$ cat src/rtl/ram8_pkg.sv
// Shared definitions for the 8-word register RAM and its two-port arbiter.
package ram8_pkg;

  localparam int DEF_DATA_W = 16;
  localparam int DEF_ADDR_W = 3;

  // Sequencer states. The unused 2'd3 code is named so that the
  // next-state logic can steer it back to IDLE explicitly.
  typedef enum logic [1:0] {
    ST_IDLE    = 2'd0,
    ST_ACCESS  = 2'd1,
    ST_DONE    = 2'd2,
    ST_ILLEGAL = 2'd3
  } state_e;

  // Identifies which requester owns the transaction in flight.
  typedef enum logic {
    OWN_A = 1'b0,
    OWN_B = 1'b1
  } owner_e;

  // Returns the requester that did not win, used to flip the priority pointer.
  function automatic owner_e otherOwner(input owner_e o);
    return (o == OWN_A) ? OWN_B : OWN_A;
  endfunction

endpackage

$ cat src/rtl/ram8_sync.sv
// Clocked storage: synchronous write, registered read, asynchronous clear.
module ram8_sync
  import ram8_pkg::*;
#(
  parameter int DATA_W = DEF_DATA_W,
  parameter int ADDR_W = DEF_ADDR_W
) (
  input  logic              clk_i,
  input  logic              reset_i,
  input  logic              we_i,
  input  logic              re_i,
  input  logic [ADDR_W-1:0] addr_i,
  input  logic [DATA_W-1:0] wdata_i,
  output logic [DATA_W-1:0] rdata_o
);

  localparam int DEPTH = 2 ** ADDR_W;

  logic [DATA_W-1:0] mem_q [DEPTH];
  logic [DATA_W-1:0] rdata_q;

  // Storage array and read register; reset wipes every word and the read result.
  always_ff @(posedge clk_i or posedge reset_i) begin
    if (reset_i) begin
      for (int i = 0; i < DEPTH; i++) begin
        mem_q[i] <= '0;
      end
      rdata_q <= '0;
    end else begin
      if (we_i) begin
        mem_q[addr_i] <= wdata_i;
      end
      if (re_i) begin
        rdata_q <= mem_q[addr_i];
      end
    end
  end

  assign rdata_o = rdata_q;

endmodule

$ cat src/rtl/ram8_arbiter.sv
// Two-requester round-robin arbiter and access sequencer for the 8-word RAM.
module ram8_arbiter
  import ram8_pkg::*;
#(
  parameter int DATA_W = DEF_DATA_W,
  parameter int ADDR_W = DEF_ADDR_W
) (
  input  logic              clk_i,
  input  logic              reset_i,
  input  logic              req_a_i,
  input  logic              we_a_i,
  input  logic [ADDR_W-1:0] addr_a_i,
  input  logic [DATA_W-1:0] wdata_a_i,
  input  logic              req_b_i,
  input  logic              we_b_i,
  input  logic [ADDR_W-1:0] addr_b_i,
  input  logic [DATA_W-1:0] wdata_b_i,
  output logic              ack_a_o,
  output logic              ack_b_o,
  output logic [DATA_W-1:0] rdata_o,
  output logic              busy_o
);

  state_e            state_q, state_d;
  owner_e            prio_q;
  owner_e            owner_q;
  logic              we_q;
  logic [ADDR_W-1:0] addr_q;
  logic [DATA_W-1:0] wdata_q;

  logic              anyReq;
  owner_e            winner;
  logic              memWe;
  logic              memRe;

  assign anyReq = req_a_i | req_b_i;

  // B wins when it is alone or when both ask and the pointer favours B.
  always_comb begin
    winner = OWN_A;
    if (req_b_i && (!req_a_i || prio_q == OWN_B)) begin
      winner = OWN_B;
    end
  end

  // State register.
  always_ff @(posedge clk_i or posedge reset_i) begin
    if (reset_i) begin
      state_q <= ST_IDLE;
    end else begin
      state_q <= state_d;
    end
  end

  // Next-state logic: fixed three-step walk once a request is accepted.
  always_comb begin
    state_d = state_q;
    case (state_q)
      ST_IDLE:   state_d = anyReq ? ST_ACCESS : ST_IDLE;
      ST_ACCESS: state_d = ST_DONE;
      ST_DONE:   state_d = ST_IDLE;
      default:   state_d = ST_IDLE;
    endcase
  end

  // Moore outputs: RAM strobes in ACCESS, owner's ack in DONE.
  always_comb begin
    memWe   = 1'b0;
    memRe   = 1'b0;
    ack_a_o = 1'b0;
    ack_b_o = 1'b0;
    busy_o  = 1'b0;
    case (state_q)
      ST_ACCESS: begin
        memWe  = we_q;
        memRe  = ~we_q;
        busy_o = 1'b1;
      end
      ST_DONE: begin
        ack_a_o = (owner_q == OWN_A);
        ack_b_o = (owner_q == OWN_B);
        busy_o  = 1'b1;
      end
      default: begin
        busy_o = 1'b0;
      end
    endcase
  end

  // Request latch: the winner's command is frozen at the IDLE->ACCESS edge so
  // later changes on the request inputs cannot disturb the access.
  always_ff @(posedge clk_i or posedge reset_i) begin
    if (reset_i) begin
      owner_q <= OWN_A;
      we_q    <= 1'b0;
      addr_q  <= '0;
      wdata_q <= '0;
    end else if (state_q == ST_IDLE && anyReq) begin
      owner_q <= winner;
      if (winner == OWN_B) begin
        we_q    <= we_b_i;
        addr_q  <= addr_b_i;
        wdata_q <= wdata_b_i;
      end else begin
        we_q    <= we_a_i;
        addr_q  <= addr_a_i;
        wdata_q <= wdata_a_i;
      end
    end
  end

  // Round-robin pointer: after each completed transaction the loser gets priority.
  always_ff @(posedge clk_i or posedge reset_i) begin
    if (reset_i) begin
      prio_q <= OWN_A;
    end else if (state_q == ST_DONE) begin
      prio_q <= otherOwner(owner_q);
    end
  end

  ram8_sync #(
    .DATA_W(DATA_W),
    .ADDR_W(ADDR_W)
  ) uRam (
    .clk_i  (clk_i),
    .reset_i(reset_i),
    .we_i   (memWe),
    .re_i   (memRe),
    .addr_i (addr_q),
    .wdata_i(wdata_q),
    .rdata_o(rdata_o)
  );

endmodule

$ cat config.mk
export PLATFORM = sky130hd
export DESIGN_NAME = ram8_arbiter
export DESIGN_NICKNAME = d
export VERILOG_FILES = /design/src/rtl/ram8_pkg.sv /design/src/rtl/ram8_sync.sv /design/src/rtl/ram8_arbiter.sv
export SDC_FILE = /design/constraint.sdc
export NUM_CORES = 1
export LEC_CHECK = 0
export ABC_AREA = 1
export BUFFER_PORTS_ARGS = -buffer_cell sky130_fd_sc_hd__buf_4
export CELL_PAD_IN_SITES_DETAIL_PLACEMENT = 2
export CELL_PAD_IN_SITES_GLOBAL_PLACEMENT = 2
export CORE_MARGIN = 2
export CORE_UTILIZATION = 36
export CTS_CLUSTER_SIZE = 16
export DETAILED_ROUTE_END_ITERATION = 10
export PLACE_DENSITY_LB_ADDON = 0.1
export SLEW_MARGIN = 0
export SYNTH_ARGS = -nofsm -noshare
export SYNTH_HDL_FRONTEND = slang
export SYNTH_SLANG_ARGS = --single-unit
export TNS_END_PERCENT = 30
$ cat constraint.sdc
create_clock -name clk_i -period 5.2 [get_ports clk_i]
set_input_delay 0.26 -clock clk_i [delete_from_list [all_inputs] [get_ports clk_i]]
set_output_delay 0.26 -clock clk_i [all_outputs]
set_load 0.1 [all_outputs]
==> impl_metrics.toml, run 1 <==
[run_status]
status = "completed"

[power_and_ir_drop]
power_leakage_nw = 4.42
ir_drop_mv = 0.404
sequentialPowerShare = 0.342
switching_share = 0.458
power_frac_comb = 0.434
p_sw_mw = 2.88
pwr-share-clk = 0.224
powerDensity_nw_per_um2 = 704
intPower_mw = 3.40
p_total_mw = 6.28

[worst_setup_path]
cp.depth = 3
cp_max_fo = 32
endpoint_kind = "flip-flop"
crit_end = "uRam.mem_q[114]"
max_stage_delay_ns = 0.91
r2r_slack_ns = 2.40
r2r-start = "addr_q[1]"
r2r-end = "uRam.mem_q[114]"
r2r_cells = 3
worstSetupStartpoint = "addr_q[1]"
crit_buf_inv = 0
critical_path_required_ns = 5.51
worst_ep_arrival_time_ns = 3.11
cp_top_family = "simple AND/OR/NAND/NOR gates"
cp-start-kind = "flip-flop"
crit_type = "flip-flop to flip-flop"
worstPathCellList = "nor2_2 > nand2_1 > o21ai_0"
cpMaxStageDelayCell = "nand2_1"

[logic_synthesis]
synth-seq-area-share = 0.551
syn_avg_cell_area_um2 = 7.96
synth_nets = 1006
synth_warnings = 0
netlist_instances = 958
synth-seq-cells = 168
synth.cell_area_um2 = 7620
synthDistinctLibCells = 19

[final_layout]
fin_cells = 1281
multiInputGateArea_um2 = 2750
antenna_cells = 0
area_growth_pct = 17.1
seq_area_um2 = 4210
drive_above_1_share = 0.116
final_cell_area_um2 = 8930
fillerInstances = 2441
nets = 1041

[floorplanning]
fp.coreArea_um2 = 20900
die_height_um = 150
start_util = 0.365
io_pins = 63
die_w_um = 150
dieArea_um2 = 22400
rows = 53

[placement]
io_buffers = 62
dpl.cell_count = 1248
dpl-instance-area_um2 = 8270
hpwlAfterDp_mm = 14.9
place_congestion = 0.715
place_worst_setup_slack_ns = 2.44

[run]
maxCapViolCount = 0

[timing]
fmax_mhz = 358
min_period_ns = 2.80
hold_viol_final = 0
rsz0062_at_grt = "false"
finalSetupTns_ns = 0
slew_violations = 0
fin_ws_ns = 2.40
post-route-period-util = 0.538
finalSetupViolCount = 0
tightest_slew_ns = 1.19
slew_headroom = 0.206
final.setup_skew_ns = 0.0101

[route]
wl_per_cell_um = 18.8
drtIter0Drc = 311
ant_nets = 0
via_per_inst = 5.11
drc = 0
finalWirelength_mm = 24.1
vias = 6543
first_pass_iters = 4

[min_path]
worstHoldPathType = "input pin to flip-flop"

[cts]
cts_buffers = 17
numClockSinks = 168
cts_max_level = 4
clockBufferDepth = 2
cts_tree = "yes"
cts_resized = 0
clock_latency_ns = 0.43
clkTransAtPathRegs_ns = 0.07
cts_root_buf = "clkbuf_16"

[global_route]
gr-usage-all-layers = 0.230
grt_max_degree = 92
grt_pass1_vias = 7019
antenna_found_initial = 0
grt_pass1_wl_mm = 39.0
grt_overflow = 0
cells in the final DEF (no fill, tap or decap):
cell type and n:
inv_2 1, dlygate4sd3_1 1, bufinv_16 4, nor2_2 4
nor2_1 70, inv_6 1, clkbuf_1 1, clkinv_2 1
buf_4 65, o22ai_1 19, clkinvlp_4 2, a21oi_1 12
clkinv_4 3, clkbuf_8 4, o21ai_1 2, nand3_1 75
nor2_4 2, dfrtp_2 1, buf_12 1, inv_1 120
ha_1 4, nand2_2 3, clkbuf_16 17, nand2_1 271
o21ai_0 147, or2_2 8, dfrtp_1 167
what timing repair did:
item	4_1_cts	5_1_grt
buffers inserted	0	0
hold buffers	1	0
endpoints found under the hold margin	14	0
how the worst min path moves through the flow:
| stage | from | to | slack, ns | cells after the start |
|---|---|---|---|---|
| 6_report | wdata_b_i[12] | wdata_q[12] | 0.09 | 3 |
| 3_3_place_gp | reset_i | wdata_q[14] | 0.45 | 2 |
| 5_1_grt | wdata_b_i[6] | wdata_q[6] | 0.08 | 3 |
| 2_1_floorplan | we_b_i | we_q | 0.40 | 2 |
| 4_1_cts | wdata_b_i[6] | wdata_q[6] | 0.08 | 3 |
| 3_5_place_dp | reset_i | wdata_q[14] | 0.45 | 2 |
cell type report:
| cell class | instances | area share |
|---|---|---|
| clock buffers | 22 | 0.0542 |
| well taps | 275 | 0.0385 |
| flip-flops and latches | 168 | 0.471 |
| inverters | 122 | 0.0519 |
| multi-input cells | 617 | 0.308 |
| clock inverters | 10 | 0.0186 |
| repair buffers | 67 | 0.0580 |
state kept, by name, indices dropped and copies added (netlist names):
register,cells
owner_q,1
wdata_q,16
we_q,1
uRam.mem_q,128
addr_q,3
uRam.rdata_o,16
prio_q,1
state_q,2
routing by layer:
layer / share of wire / routed length, µm / GRT usage / vias up
li1: - / - / - / 3079
met1: 0.48 / 11500 / 0.316 / 3326
met2: 0.47 / 11400 / 0.379 / 120
met3: 0.033 / 783 / 0.0314 / 18
met4: 0.013 / 301 / 0.0652 / 0
met5: 0 / 0 / 0 / -
Yosys cell counts:
| library cell | n | area (µm²) |
|---|---|---|
| a21oi_1 | 12 | 60.1 |
| buf_2 | 15 | 75.1 |
| buf_4 | 2 | 15.0 |
| clkbuf_1 | 33 | 124 |
| clkbuf_2 | 1 | 5.00 |
| dfrtp_1 | 168 | 4200 |
| ha_1 | 4 | 50.1 |
| inv_1 | 121 | 454 |
| inv_2 | 1 | 3.75 |
| nand2_1 | 271 | 1020 |
| nand2_2 | 3 | 18.8 |
| nand3_1 | 75 | 375 |
| nor2_1 | 71 | 267 |
| nor2_2 | 3 | 18.8 |
| nor2_4 | 2 | 22.5 |
| o21ai_0 | 147 | 736 |
| o21ai_1 | 2 | 10.0 |
| o22ai_1 | 19 | 119 |
| or2_2 | 8 | 50.1 |
power by group through the flow:
stage                     logic (mW)  clock network, mW  registers [mW]
after floorplan                 1.50                  0            2.55
after global placement          2.65                  0            2.14
after detailed placement        2.75                  0            2.16
after CTS                       2.78               1.43            2.15
after global routing            3.06               1.49            2.22
final                           2.72               1.41            2.15
metrics by stage:
step / util / hold slack (ns)
after global routing: 0.427 / 0.0770
after detailed placement: 0.396 / 0.448
after CTS: 0.427 / 0.0759
after global placement: 0.396 / 0.454
final: 0.427 / 0.0874
after floorplan: - / 0.402
tightest hold or removal path, stage by stage:
cell     delay, ns
buf_4         0.08
nor2_1        0.03
o22ai_1       0.10
kinds of logic (layout without fill, tap and decap cells):
logic type                 Yosys count  in the layout  synth area share
and+or+nand+nor                    433            433             0.232
AOI/OAI and AO/OA                  180            180             0.121
buffers and inverters              173            221            0.0888
DFF                                168            168             0.551
adders and majority gates            4              4           0.00656
Note: power is estimated with default switching activity, not from simulation.
==> run 2: changes to the inputs <==
CORE_UTILIZATION = 32   (was 36)
clock period = 2.3 ns   (was 5.2 ns; I/O delays follow)
==> run 2 against run 1 <==
Non-clock buffer count rose by 62. Worst setup slack got worse by 2.2 ns. Register-to-register slack got worse by 2.2 ns. First-iteration DRC count fell by 20%. Count of clock-buffer cells in the layout fell by 3. Routed wire length rose by 7.0%. Core utilization fell by 2.3 points. Maximum frequency rose by 35%. Clock power rose by 93%. Combinational power rose by 150%. Critical path type unchanged. Critical endpoint is now wdata_q[4].
==> impl_metrics.toml, run 2 (synthesis results as in run 1) <==
[placement]
dpl-instance-area_um2 = 8550
dpl.cell_count = 1317
place_worst_setup_slack_ns = 0.415
io_buffers = 62
place_congestion = 0.740
hpwlAfterDp_mm = 17.3

[worst_setup_path]
cp_common_cell = "inv_1"
r2r_cells = 8
cp.depth = 8
cp-start-kind = "flip-flop"
cpMaxStageDelayCell = "dlygate4sd3_1"
crit_buf_inv = 4
cp_max_fo = 28
worstPathCellList = "inv_1 > ha_1 > o21ai_1 > inv_1 > buf_6 > o21ai_0 > o22ai_1 > dlygate4sd3_1"
worst_ep_arrival_time_ns = 2.38
critical_path_required_ns = 2.61
crit_type = "flip-flop to flip-flop"
endpoint_kind = "flip-flop"
max_stage_delay_ns = 0.59
cp_top_family = "buffers and inverters"

[timing]
finalSetupTns_ns = 0
hold_viol_final = 0
slew_violations = 0
final.setup_skew_ns = 0.0150
slew_headroom = 0.551
fin_ws_ns = 0.229
fmax_mhz = 483
min_period_ns = 2.07
tightest_slew_ns = 0.672
finalSetupViolCount = 0
rsz0062_at_grt = "false"
post-route-period-util = 0.901

[route]
drtIter0Drc = 249
wl_per_cell_um = 18.6
ant_nets = 0
via_per_inst = 4.85
first_pass_iters = 4
drc = 0
finalWirelength_mm = 25.7
vias = 6721

[cts]
cts_tree = "yes"
clockBufferDepth = 2
cts_buffers = 17
clock_latency_ns = 0.44
cts_root_buf = "clkbuf_16"
postCtsSetupBuffers = 0
cts_max_level = 4
clkTransAtPathRegs_ns = 0.07
numClockSinks = 168

[final_layout]
layout_commonest_cell = "nand2_1"
nets = 1103
largest_register_ffs = 128
top_register = "uRam.mem_q"
fin_cells = 1387
final_cell_mix = "nand2_1 (271), dfrtp_1 (167), o21ai_0 (146)"
final_cell_area_um2 = 9470
area_growth_pct = 24.3
drive_above_1_share = 0.132
antenna_cells = 0

[floorplanning]
die_w_um = 158
start_util = 0.326
rows = 56
dieArea_um2 = 25100
die_height_um = 158
fp.coreArea_um2 = 23400
io_pins = 63

[power_and_ir_drop]
ir_drop_mv = 0.841
powerDensity_nw_per_um2 = 1520
power_leakage_nw = 4.66

[global_route]
antenna_found_initial = 0
grt_pass1_vias = 7565
grt_pass1_wl_mm = 42.3
grt_max_degree = 59
gr-usage-all-layers = 0.222
grt_overflow = 0

[min_path]
worstHoldPathType = "input pin to flip-flop"
worstHoldPathCells = 3

[run_status]
status = "completed"

[run]
maxCapViolCount = 0
## run 2: layout make-up
class / instances / area [µm²]
fillers: 2705 / 13900
repair buffers: 129 / 1120
multi-input cells: 617 / 2750
flip-flops and latches: 168 / 4210
clock inverters: 13 / 111
well taps: 319 / 399
clock buffers: 19 / 433
inverters: 122 / 462
## run 2: worst reg2reg max path, delay by kind of cell, from the launching register on
kind	cells	cell delay, ns
flip-flops	1	0.38
buffers and inverters	4	0.98
AO/OA/AOI/OAI	3	0.38
adder cells (fa/ha/maj)	1	0.21
## run 2: worst paths after layout
| kind | startpoint | endpoint | slack (ns) |
|---|---|---|---|
| min | wdata_a_i[7] | wdata_q[7] | 0.02 |
| min reg2reg | uRam.mem_q[65] | uRam.mem_q[65] | 0.49 |
| max reg2reg | state_q[0] | wdata_q[4] | 0.23 |
| max in group asynchronous | reset_i | uRam.mem_q[21] | 1.27 |
| max | state_q[0] | wdata_q[4] | 0.23 |
| min in group asynchronous | reset_i | uRam.mem_q[45] | 0.26 |
## run 2: power breakdown
part	switching [mW]	total [mW]	internal [mW]
combinational	4.76	6.78	2.03
clock	1.31	2.72	1.41
sequential	0.699	4.89	4.19
total	6.77	14.4	7.63
## run 2: through the flow
stage | power [mW] | utilization | hold slack [ns]
2_1_floorplan | 9.17 | - | 0.257
3_3_place_gp | 11.2 | 0.365 | 0.173
6_report | 14.4 | 0.405 | 0.0188
5_1_grt | 15.6 | 0.405 | 0.0275
4_1_cts | 14.6 | 0.405 | 0.00185
3_5_place_dp | 11.5 | 0.365 | 0.174
## run 2: layer usage
metal  routed length [µm]  global-route usage
met5                    0                   0
met4                  251              0.0515
met3                  525              0.0286
met2                12800               0.384
met1                12200               0.298
## run 2: repair_timing
| action | in CTS | in global routing |
|---|---|---|
| hold endpoints to repair | 35 | 0 |
| hold buffers | 38 | 0 |
| gates resized for setup | 0 | 2 |
| setup endpoints to repair | 0 | 11 |
==> run 3: changes to the inputs <==
CORE_UTILIZATION = 33   (was 32)
CTS_BUF_LIST = sky130_fd_sc_hd__clkbuf_4   (was not set)
SYNTH_HIERARCHICAL = 1   (was not set)
==> run 3 against run 2 <==
Final cell count increased by 7.9%. Sequential power increased by 5.3%. Non-clock buffer count increased by 5. Count of clock-buffer cells in the layout unchanged. Clock skew increased by 0.0086 ns. Routed wire length decreased by 1.8%. Area after synthesis increased by 6.0%. Synthesized cell count increased by 11%. Critical path type unchanged. Highest routed layer unchanged.
==> impl_metrics.toml, run 3 <==
[timing]
slew_violations = 0
finalSetupViolCount = 0
hold_viol_final = 0
rsz0062_at_grt = "false"
final.setup_skew_ns = 0.0237
tightest_slew_ns = 0.679
finalSetupTns_ns = 0
min_period_ns = 2.07
fmax_mhz = 483
post-route-period-util = 0.901
slew_headroom = 0.546

[global_route]
antenna_found_initial = 1
grt_max_degree = 66
grt_overflow = 0
gr-usage-all-layers = 0.210
grt_pass1_vias = 7896
grt_pass1_wl_mm = 42.4

[cts]
clock_latency_ns = 0.59
postCtsSetupBuffers = 0
numClockSinks = 168
cts_root_buf = "clkbuf_4"
cts_tree = "yes"
clkTransAtPathRegs_ns = 0.15
cts_buffers = 17
cts_resized = 0
cts_max_level = 4
clockBufferDepth = 2

[floorplanning]
io_pins = 63
die_height_um = 161
rows = 57
die_w_um = 161
dieArea_um2 = 25800
start_util = 0.334
fp.coreArea_um2 = 24200

[route]
wl_per_cell_um = 16.9
drtIter0Drc = 243
vias = 7083
ant_nets = 0
drc = 0
via_per_inst = 4.73
first_pass_iters = 4
finalWirelength_mm = 25.3

[logic_synthesis]
synth-seq-area-share = 0.520
yosys.area.top_type = "dfrtp_1"
synth-main-ff-cell = "dfrtp_1"
synth.cell_area_um2 = 8080
synth_common_cells = "nand2_1 (326), inv_1 (177), dfrtp_1 (168)"
async_reset_ff_frac = 1.00
synth-edff-count = 0
synth_nets = 1109
synth.most_common_cell = "nand2_1"
synth-seq-cells = 168
ys_top_cells_by_area = "dfrtp_1 (52%), nand2_1 (15%), inv_1 (8.2%)"
netlist_instances = 1061
yosysTopAreaCellShare = 0.520
synthDistinctLibCells = 20
syn_avg_cell_area_um2 = 7.62
synth_warnings = 6

[worst_setup_path]
cpMaxStageDelayCell = "dlygate4sd3_1"
endpoint_kind = "flip-flop"
r2r_cells = 7
cp-start-kind = "flip-flop"
critical_path_required_ns = 2.78
r2r_slack_ns = 0.23
cp_max_fo = 21
worstSetupStartpoint = "state_q[0]"
crit_buf_inv = 3
max_stage_delay_ns = 0.56
cp.depth = 7
r2r-start = "state_q[0]"
crit_type = "flip-flop to flip-flop"
cp_top_family = "buffers and inverters"
crit_end = "we_q"
worst_ep_arrival_time_ns = 2.55
worstPathCellList = "inv_1 > ha_1 > o21ai_2 > inv_2 > nand3_1 > dlygate4sd3_1 > nand2_1"
r2r-end = "we_q"

[power_and_ir_drop]
ir_drop_mv = 1.05
power_leakage_nw = 4.91
powerDensity_nw_per_um2 = 1430

[final_layout]
layout_commonest_cell = "nand2_1"
final_cell_mix = "nand2_1 (326), inv_1 (176), dfrtp_1 (167)"
area_growth_pct = 19.8
nets = 1207
final_cell_area_um2 = 9690
largest_register_ffs = 128
top_register = "uRam/mem_q"
drive_above_1_share = 0.125

[placement]
hpwlAfterDp_mm = 16.6
dpl-instance-area_um2 = 8940
place_congestion = 0.726
io_buffers = 62

[run]
maxCapViolCount = 0

[run_status]
status = "completed"

[min_path]
worstHoldPathType = "input pin to async pin"
==> run 3: cell count changes after synthesis, moves of 8 or more <==
cell and delta:
clkbuf_1 -25, inv_1 +56, nand2_1 +55, nand3_1 +28
o21ai_2 +8, o22ai_1 -19, buf_2 +20, a21oi_1 -10
o21ai_0 -49, o21ai_1 +36, or2_2 -8
==> run 3: what timing repair did <==
action	4_1_cts	5_1_grt
hold buffers	42	0
hold endpoints to repair	188	0
endpoints found under the setup margin	0	0
==> run 3: worst min-delay path by stage <==
| stage | from | end | depth (start not counted) | slack [ns] |
|---|---|---|---|---|
| floorplan | reset_i | addr_q[0] | 1 | 0.13 |
| global placement | reset_i | wdata_q[5] | 3 | 0.21 |
| detailed placement | reset_i | wdata_q[6] | 3 | 0.21 |
| CTS | reset_i | wdata_q[6] | 4 | 0.11 |
| global route | reset_i | wdata_q[5] | 4 | 0.14 |
| finish | reset_i | wdata_q[6] | 4 | 0.12 |
==> run 3: kinds of logic (layout without fill, tap and decap cells) <==
| family | count (synthesis) | count (layout) | synth area share |
|---|---|---|---|
| AO/OA/AOI/OAI | 147 | 147 | 0.0950 |
| adder cells (fa/ha/maj) | 4 | 4 | 0.00619 |
| buffers and inverters | 237 | 348 | 0.122 |
| flip-flops | 168 | 168 | 0.520 |
| other | 0 | 1 | 0 |
| AND/OR/NAND/NOR | 505 | 505 | 0.256 |
==> run 3: layout make-up <==
cell class,instances,area (µm²)
clock buffer,19,143
fill,2824,14500
antenna,1,2.50
timing repair buffer,134,1170
inverter,182,687
clock inverter,13,178
multi-input combinational,656,2890
sequential,168,4210
tap,324,405
==> run 3: metrics by stage <==
| stage | total power [mW] | setup WS [ns] | std cells | hold slack [ns] | utilization |
|---|---|---|---|---|---|
| final | 13.9 | 0.228 | 1497 | 0.118 | 0.401 |
| after global routing | 15.2 | 0.0376 | 1497 | 0.137 | 0.401 |
| after CTS | 14.1 | 0.193 | 1496 | 0.105 | 0.401 |
| after detailed placement | 11.9 | 0.450 | 1422 | 0.214 | 0.370 |
| after global placement | 11.6 | 0.507 | 1422 | 0.207 | 0.370 |
| after floorplan | 9.77 | 0.275 | 1061 | 0.130 | - |
==> run 3: report_power, final <==
| part | total (mW) | switching (mW) | internal, mW | leakage, nW |
|---|---|---|---|---|
| Clock | 1.96 | 1.08 | 0.880 | 0.166 |
| Combinational | 6.78 | 4.72 | 2.06 | 2.58 |
| Sequential | 5.15 | 0.880 | 4.27 | 2.17 |
| Total | 13.9 | 6.68 | 7.21 | 4.91 |
==> run 3: per-layer routing <==
layer | global-route usage | vias up | wire [µm]
met5 | 0 | - | 0
li1 | - | 3421 | -
met3 | 0.0338 | 11 | 698
met1 | 0.274 | 3549 | 11900
met4 | 0.0393 | 0 | 159
met2 | 0.370 | 102 | 12500
==> run 3: worst reg2reg max path, delay by kind of cell, from the launching register on <==
family / cells / cell delay [ns]
buffers and inverters: 3 / 0.93
AOI/OAI and AO/OA: 1 / 0.21
and+or+nand+nor: 2 / 0.23
adders and majority gates: 1 / 0.22
DFF: 1 / 0.40
